File: src/rtl/regfile_scoreboard_if.sv
// Bundle of the register-file read/write, issue and scrub signals.
// The slave side is the register file; the master side is the pipeline.
interface regfile_scoreboard_if #(
  parameter int XLEN  = 32,
  parameter int NREGS = 32
);
  localparam int AW = $clog2(NREGS);

  logic            reg_write;
  logic [AW-1:0]   write_reg;
  logic [XLEN-1:0] write_data;
  logic [AW-1:0]   read_reg1;
  logic [AW-1:0]   read_reg2;
  logic [XLEN-1:0] read_data1;
  logic [XLEN-1:0] read_data2;
  logic            issue_valid;
  logic [AW-1:0]   issue_rd;
  logic            rs_busy1;
  logic            rs_busy2;
  logic            clear_req;
  logic            clear_busy;

  modport master (
    output reg_write, write_reg, write_data, read_reg1, read_reg2,
    output issue_valid, issue_rd, clear_req,
    input  read_data1, read_data2, rs_busy1, rs_busy2, clear_busy
  );

  modport slave (
    input  reg_write, write_reg, write_data, read_reg1, read_reg2,
    input  issue_valid, issue_rd, clear_req,
    output read_data1, read_data2, rs_busy1, rs_busy2, clear_busy
  );
endinterface

File: src/rtl/regfile_scoreboard.sv
// Parametrised register file with optional write bypass, a per-register busy
// scoreboard and a sequential scrub engine that zeroes the array without reset.
module regfile_scoreboard #(
  parameter int XLEN   = 32,
  parameter int NREGS  = 32,
  parameter int BYPASS = 1
) (
  input  logic                 clk,
  input  logic                 reset,
  regfile_scoreboard_if.slave  bus
);
  localparam int AW = $clog2(NREGS);
  localparam bit BypassEn = (BYPASS != 0);
  localparam logic [AW-1:0] LastIdx = AW'(NREGS - 1);

  typedef enum logic {IDLE, CLEAR} state_e;

  state_e            state_q, state_d;
  logic [AW-1:0]     cnt_q, cnt_d;
  logic [XLEN-1:0]   regs_q [NREGS];
  logic [NREGS-1:0]  busy_q;
  logic              hit1, hit2;

  // State register and scrub counter.
  always_ff @(posedge clk or posedge reset) begin
    if (reset) begin
      state_q <= IDLE;
      cnt_q   <= '0;
    end else begin
      state_q <= state_d;
      cnt_q   <= cnt_d;
    end
  end

  // Scrub walks indices 1..NREGS-1; index 0 is never stored, so it is skipped.
  always_comb begin
    state_d = state_q;
    cnt_d   = cnt_q;
    unique case (state_q)
      IDLE: begin
        if (bus.clear_req) begin
          state_d = CLEAR;
          cnt_d   = AW'(1);
        end
      end
      CLEAR: begin
        if (cnt_q == LastIdx) begin
          state_d = IDLE;
          cnt_d   = '0;
        end else begin
          cnt_d = cnt_q + AW'(1);
        end
      end
      default: begin
        state_d = IDLE;
        cnt_d   = '0;
      end
    endcase
  end

  // Issue is applied after the write so a same-index issue leaves the register busy.
  always_ff @(posedge clk or posedge reset) begin
    if (reset) begin
      for (int i = 0; i < NREGS; i++) begin
        regs_q[i] <= '0;
      end
      busy_q <= '0;
    end else if (state_q == IDLE) begin
      if (bus.reg_write && (bus.write_reg != '0)) begin
        regs_q[bus.write_reg] <= bus.write_data;
        busy_q[bus.write_reg] <= 1'b0;
      end
      if (bus.issue_valid && (bus.issue_rd != '0)) begin
        busy_q[bus.issue_rd] <= 1'b1;
      end
    end else begin
      regs_q[cnt_q] <= '0;
      busy_q[cnt_q] <= 1'b0;
    end
  end

  assign hit1 = BypassEn && (state_q == IDLE) && bus.reg_write &&
                (bus.write_reg == bus.read_reg1) && (bus.write_reg != '0);
  assign hit2 = BypassEn && (state_q == IDLE) && bus.reg_write &&
                (bus.write_reg == bus.read_reg2) && (bus.write_reg != '0);

  assign bus.read_data1 = (bus.read_reg1 == '0) ? '0 :
                          hit1 ? bus.write_data : regs_q[bus.read_reg1];
  assign bus.read_data2 = (bus.read_reg2 == '0) ? '0 :
                          hit2 ? bus.write_data : regs_q[bus.read_reg2];

  // During a scrub every operand reports busy so the pipeline stalls.
  assign bus.rs_busy1 = (state_q == CLEAR) ? 1'b1 :
                        ((bus.read_reg1 == '0) || hit1) ? 1'b0 : busy_q[bus.read_reg1];
  assign bus.rs_busy2 = (state_q == CLEAR) ? 1'b1 :
                        ((bus.read_reg2 == '0) || hit2) ? 1'b0 : busy_q[bus.read_reg2];

  assign bus.clear_busy = (state_q == CLEAR);
endmodule
File: src/flat_wrapper.sv
// flat-port wrapper written by rule: the top's interface ports become plain ports
module regfile_scoreboard_flat 
#(
  parameter int XLEN   = 32,
  parameter int NREGS  = 32,
  parameter int BYPASS = 1
)
  (clk, reset, bus_reg_write, bus_write_reg, bus_write_data, bus_read_reg1, bus_read_reg2, bus_issue_valid, bus_issue_rd, bus_clear_req, bus_read_data1, bus_read_data2, bus_rs_busy1, bus_rs_busy2, bus_clear_busy);
  regfile_scoreboard_if #(.XLEN(XLEN), .NREGS(NREGS)) bus_i ();
  input  logic clk;
  input  logic reset;
  input wire logic [$bits(bus_i.reg_write)-1:0] bus_reg_write;
  input wire logic [$bits(bus_i.write_reg)-1:0] bus_write_reg;
  input wire logic [$bits(bus_i.write_data)-1:0] bus_write_data;
  input wire logic [$bits(bus_i.read_reg1)-1:0] bus_read_reg1;
  input wire logic [$bits(bus_i.read_reg2)-1:0] bus_read_reg2;
  input wire logic [$bits(bus_i.issue_valid)-1:0] bus_issue_valid;
  input wire logic [$bits(bus_i.issue_rd)-1:0] bus_issue_rd;
  input wire logic [$bits(bus_i.clear_req)-1:0] bus_clear_req;
  output wire logic [$bits(bus_i.read_data1)-1:0] bus_read_data1;
  output wire logic [$bits(bus_i.read_data2)-1:0] bus_read_data2;
  output wire logic [$bits(bus_i.rs_busy1)-1:0] bus_rs_busy1;
  output wire logic [$bits(bus_i.rs_busy2)-1:0] bus_rs_busy2;
  output wire logic [$bits(bus_i.clear_busy)-1:0] bus_clear_busy;
  assign bus_i.reg_write = bus_reg_write;
  assign bus_i.write_reg = bus_write_reg;
  assign bus_i.write_data = bus_write_data;
  assign bus_i.read_reg1 = bus_read_reg1;
  assign bus_i.read_reg2 = bus_read_reg2;
  assign bus_i.issue_valid = bus_issue_valid;
  assign bus_i.issue_rd = bus_issue_rd;
  assign bus_i.clear_req = bus_clear_req;
  assign bus_read_data1 = bus_i.read_data1;
  assign bus_read_data2 = bus_i.read_data2;
  assign bus_rs_busy1 = bus_i.rs_busy1;
  assign bus_rs_busy2 = bus_i.rs_busy2;
  assign bus_clear_busy = bus_i.clear_busy;
  regfile_scoreboard #(.XLEN(XLEN), .NREGS(NREGS), .BYPASS(BYPASS)) u_core (.clk(clk), .reset(reset), .bus(bus_i));
endmodule
File: config.mk
export PLATFORM = sky130hd
export DESIGN_NAME = regfile_scoreboard_flat
export DESIGN_NICKNAME = d
export VERILOG_FILES = /design/src/rtl/regfile_scoreboard_if.sv /design/src/rtl/regfile_scoreboard.sv /design/src/flat_wrapper.sv
export SDC_FILE = /design/constraint.sdc
export NUM_CORES = 2
export LEC_CHECK = 0
export CAP_MARGIN = 5
export CORE_MARGIN = 2
export CORE_UTILIZATION = 35
export CTS_CLUSTER_DIAMETER = 150
export DETAILED_ROUTE_END_ITERATION = 12
export REMOVE_ABC_BUFFERS = 1
export SLEW_MARGIN = 20
export SYNTH_ARGS = -nofsm -noshare
export SYNTH_HDL_FRONTEND = slang
export SYNTH_SLANG_ARGS = --single-unit
File: constraint.sdc
create_clock -name clk -period 45.7 [get_ports clk]
set_input_delay 9.14 -clock clk [delete_from_list [all_inputs] [get_ports clk]]
set_output_delay 9.14 -clock clk [all_outputs]
set_load 0.01 [all_outputs]
==> impl_results.md <==
* Outcome: complete, no violations
* Slowest-stage cell, CP: buf_4
* Antenna violations before repair at 9
* Die area at 162000 um2
* Post-CTS Hold Fix Bufs at 0
* CP dominant cell by count: buf_4
* Synthesized area at 55500 um2
* Routed WL at about 220000 um
* Post-Layout Cell Count at between 6000 and 7000
* Worst min-delay path class: flip-flop to flip-flop
* Placed cell area at 58700 um2
* Dpl ws at ~22 ns
* Slew Viols, Final at 0
* Fin util at 39.6%
* Initial Util at 35.1%
* Vias at ~44000
* Cell count after placement at a little over 6000
* Chip Width at 402 um
* DR WL/cell at 35.4 um
* Critical path's top delay family: buffers and inverters
* Post-Synthesis Cells at between 4000 and 5000
* EDFF count, synth at 0
* Nets@finish at 4148
* Worst-Skew Late Latency at 0.72 ns
* Vias per cell at between 7 and 8
* Post-CTS Resized at 0
* Final setup skew at approximately 0.019 ns
* Pin count of the biggest net entering global routing at around 180
* Global-route usage over all layers at about 27%
* Leak at between 20 and 30 nW
* Unrepaired setup endpoints after global routing: false
* Critical path buffers and inverters at 6
* Post-layout worst setup margin at roughly 22 ns
* Yosys top cell by area: dfrtp_1
* Drt drc at 0
* CP startpoint kind: primary input
* Crit path kind: primary input to primary output
* Slew HR at a little over a fifth
* CTS clk-pin slew, worst paths at 0.06 ns
* Post-route ant nets at 0
* Final setup viols at 0
* Fmax at between 0.04 and 0.05 GHz
* Fin Setup TNS at 0 ns
* Final hold vios at 0
* Register area share after synthesis at between 40% and 50%
* Top post-synthesis cells by area: dfrtp_1, mux4_2, a22o_1
* Initial DRT Pass Iterations at 6
* Aggregate global routing overflow at 0
* Pwr Density at 44.9 nW/um2
* Core area at 158000 um2
* Initial DRC Count at between 6000 and 7000
* Finished Cell Area at 62500 um2
* Gpl congestion at between 0.9 and 1
* Post-CTS setup buffers at 0
* Root Buffer: clkbuf_16
* FP Rows at around 150
* Ys flop type: dfrtp_1
* Clock buffer depth at 3
* Number of CTS-inserted buffers at 110
* IO Count at 124
* CTS tree: done
* Crit-path cells: buf_8 > buf_4 > buf_4 > xnor2_2 > nand3_1 > nor4_4 > buf_4 > buf_4 > nor2_1 > a221oi_1 > clkdlybuf4s50_1
* Least-Margin Pin Slew at ~1.2 ns
* Die Ht at between 400 and 500 um
* Hpwl dp at ~120000 um
* CTS sink cnt at approximately 1100
* Ys async rst share at between 90% and 100%
* Arrival time worst endpoint at 14.08 ns
* Max IR drop VDD at 0.0426 mV
* First-pass GRT wire length at roughly 320000 um
* Crit-path max cell delay at between 0.7 and 0.8 ns
* Ratio of final minimum period to clock period at 50.8%
* Clock H-tree levels at 3
* Post-layout min period at 23.22 ns
* Max Fanout on Critical Path at between 80 and 90
* Synthesized area per cell at 13.1 um2
* Warnings, synthesis at 0
* Vias in the first global route at roughly 43000
* Worst setup EP type: primary output
* P&R area growth vs syn at 12.7%
* Share of the synthesized area in the top cell type at 47.9%
* WP data required at 36.56 ns
* Port-buffer cells at 123
* Yosys reg bits at approximately 1100
* Max_cap viols at 0
* Post-synthesis cell type count at 65
* Layout cells sized above 1 at approximately a quarter
* Fillers at between 10000 and 15000
[worst reg2reg max path: cells and delay by family (launching register included)]
family	cells	cell delay, ns
simple gates	3	0.71
buf+inv	3	1.19
flops	1	0.32
compound gates	2	1.02
[cell usage after synthesis, types with 25 or more instances]
cell and count:
a221oi_1 58, mux2_2 124, or4_1 25, o221ai_1 31, a22oi_1 38, a22o_1 979
o21ai_0 96, o221a_2 30, a21oi_1 59, o211ai_1 32, buf_6 27, dfrtp_1 1062
nand2_1 67, inv_1 43, buf_2 72, nor3_1 35, buf_4 38, mux4_2 403
clkbuf_1 377, mux2i_1 134, o22ai_1 155, and2_1 38, nor2_1 155
[path summary, 6_finish.rpt]
path | endpoint | slack [ns] | from | cells after the start
worst max-delay path | bus_read_data1[6] | 22.48 | bus_read_reg1[0] | 11
worst min-delay path | u_core.regs_q[402] | 0.51 | u_core.regs_q[402] | 2
worst max register to register | u_core.regs_q[674] | 42.39 | u_core.bus.clear_busy | 8
worst min register to register | u_core.regs_q[402] | 0.51 | u_core.regs_q[402] | 2
max in group asynchronous | u_core.regs_q[473] | 33.40 | reset | 5
min in group asynchronous | u_core.regs_q[677] | 9.00 | reset | 2
[cell families (layout without fill, tap and decap cells)]
logic type	count (synthesis)	after routing	share of synthesized area (%)
muxes	661	661	21.3
buffers and inverters	580	530	4.83
and+or+nand+nor	396	396	3.59
adders and majority gates	5	5	0.113
DFF	1062	1062	47.9
xor gates and xnor gates	12	12	0.203
AOI/OAI and AO/OA	1509	1509	22.0
other	0	2	0
[area by class of cell]
cell class | count | area (um2) | area share [%]
Multi-Input combinational cell | 2583 | 26800 | 42.9
Sequential cell | 1062 | 26600 | 42.5
Clock buffer | 159 | 3280 | 5.25
Tap cell | 2072 | 2590 | 4.15
Timing Repair Buffer | 286 | 2510 | 4.02
Clock inverter | 42 | 532 | 0.851
Inverter | 43 | 169 | 0.270
Antenna cell | 2 | 5.00 | 0.00801
[metrics by stage]
stage | total power, mW | hold WS (ns)
after floorplan | 1.55 | 0.461
after global placement | 1.82 | 0.476
after detailed placement | 1.83 | 0.490
after CTS | 2.79 | 0.502
after global routing | 2.90 | 0.523
final | 2.81 | 0.507
[routing by layer]
layer  global-route usage (%)  up-vias  wire (um)
met1                     37.5    23200      87900
met3                     9.51      553      29400
li1                         -    16700          -
met2                     38.0     3376      94000
met5                        0        -         46
met4                     10.7        8       9980
[flip-flops by register name, indices dropped and copies added (netlist names)]
name	count
u_core.bus.clear_busy	1
u_core.busy_q	32
u_core.cnt_q	5
u_core.regs_q	1024
[cell usage in the layout (no fill, tap or decap), drive strengths merged, types with 4 or more instances in the layout]
cell type      count
a21oi             59
a221oi            58
a22o             979
a22oi             38
and2              38
and3               7
buf              168
bufinv            11
clkbuf           160
clkdlybuf4s50    117
clkinv            21
clkinvlp           5
dfrtp           1062
ha                 5
inv               48
mux2             124
mux2i            134
mux4             403
nand2             67
nand2b            10
nand3              7
nor2             155
nor2b             14
nor3              39
nor3b              4
o211ai            32
o21a               6
o21ai             98
o221a             31
o221ai            31
o22ai            155
o41ai              6
or3                9
or4               26
xnor2              8
xor2               4
[where the power goes]
part / total (mW) / internal, mW / switching, mW
sequential: 1.21 / 1.09 / 0.121
combinational: 0.636 / 0.293 / 0.343
clock: 0.964 / 0.559 / 0.405
No activity file was read; power rests on OpenSTA's default activity.
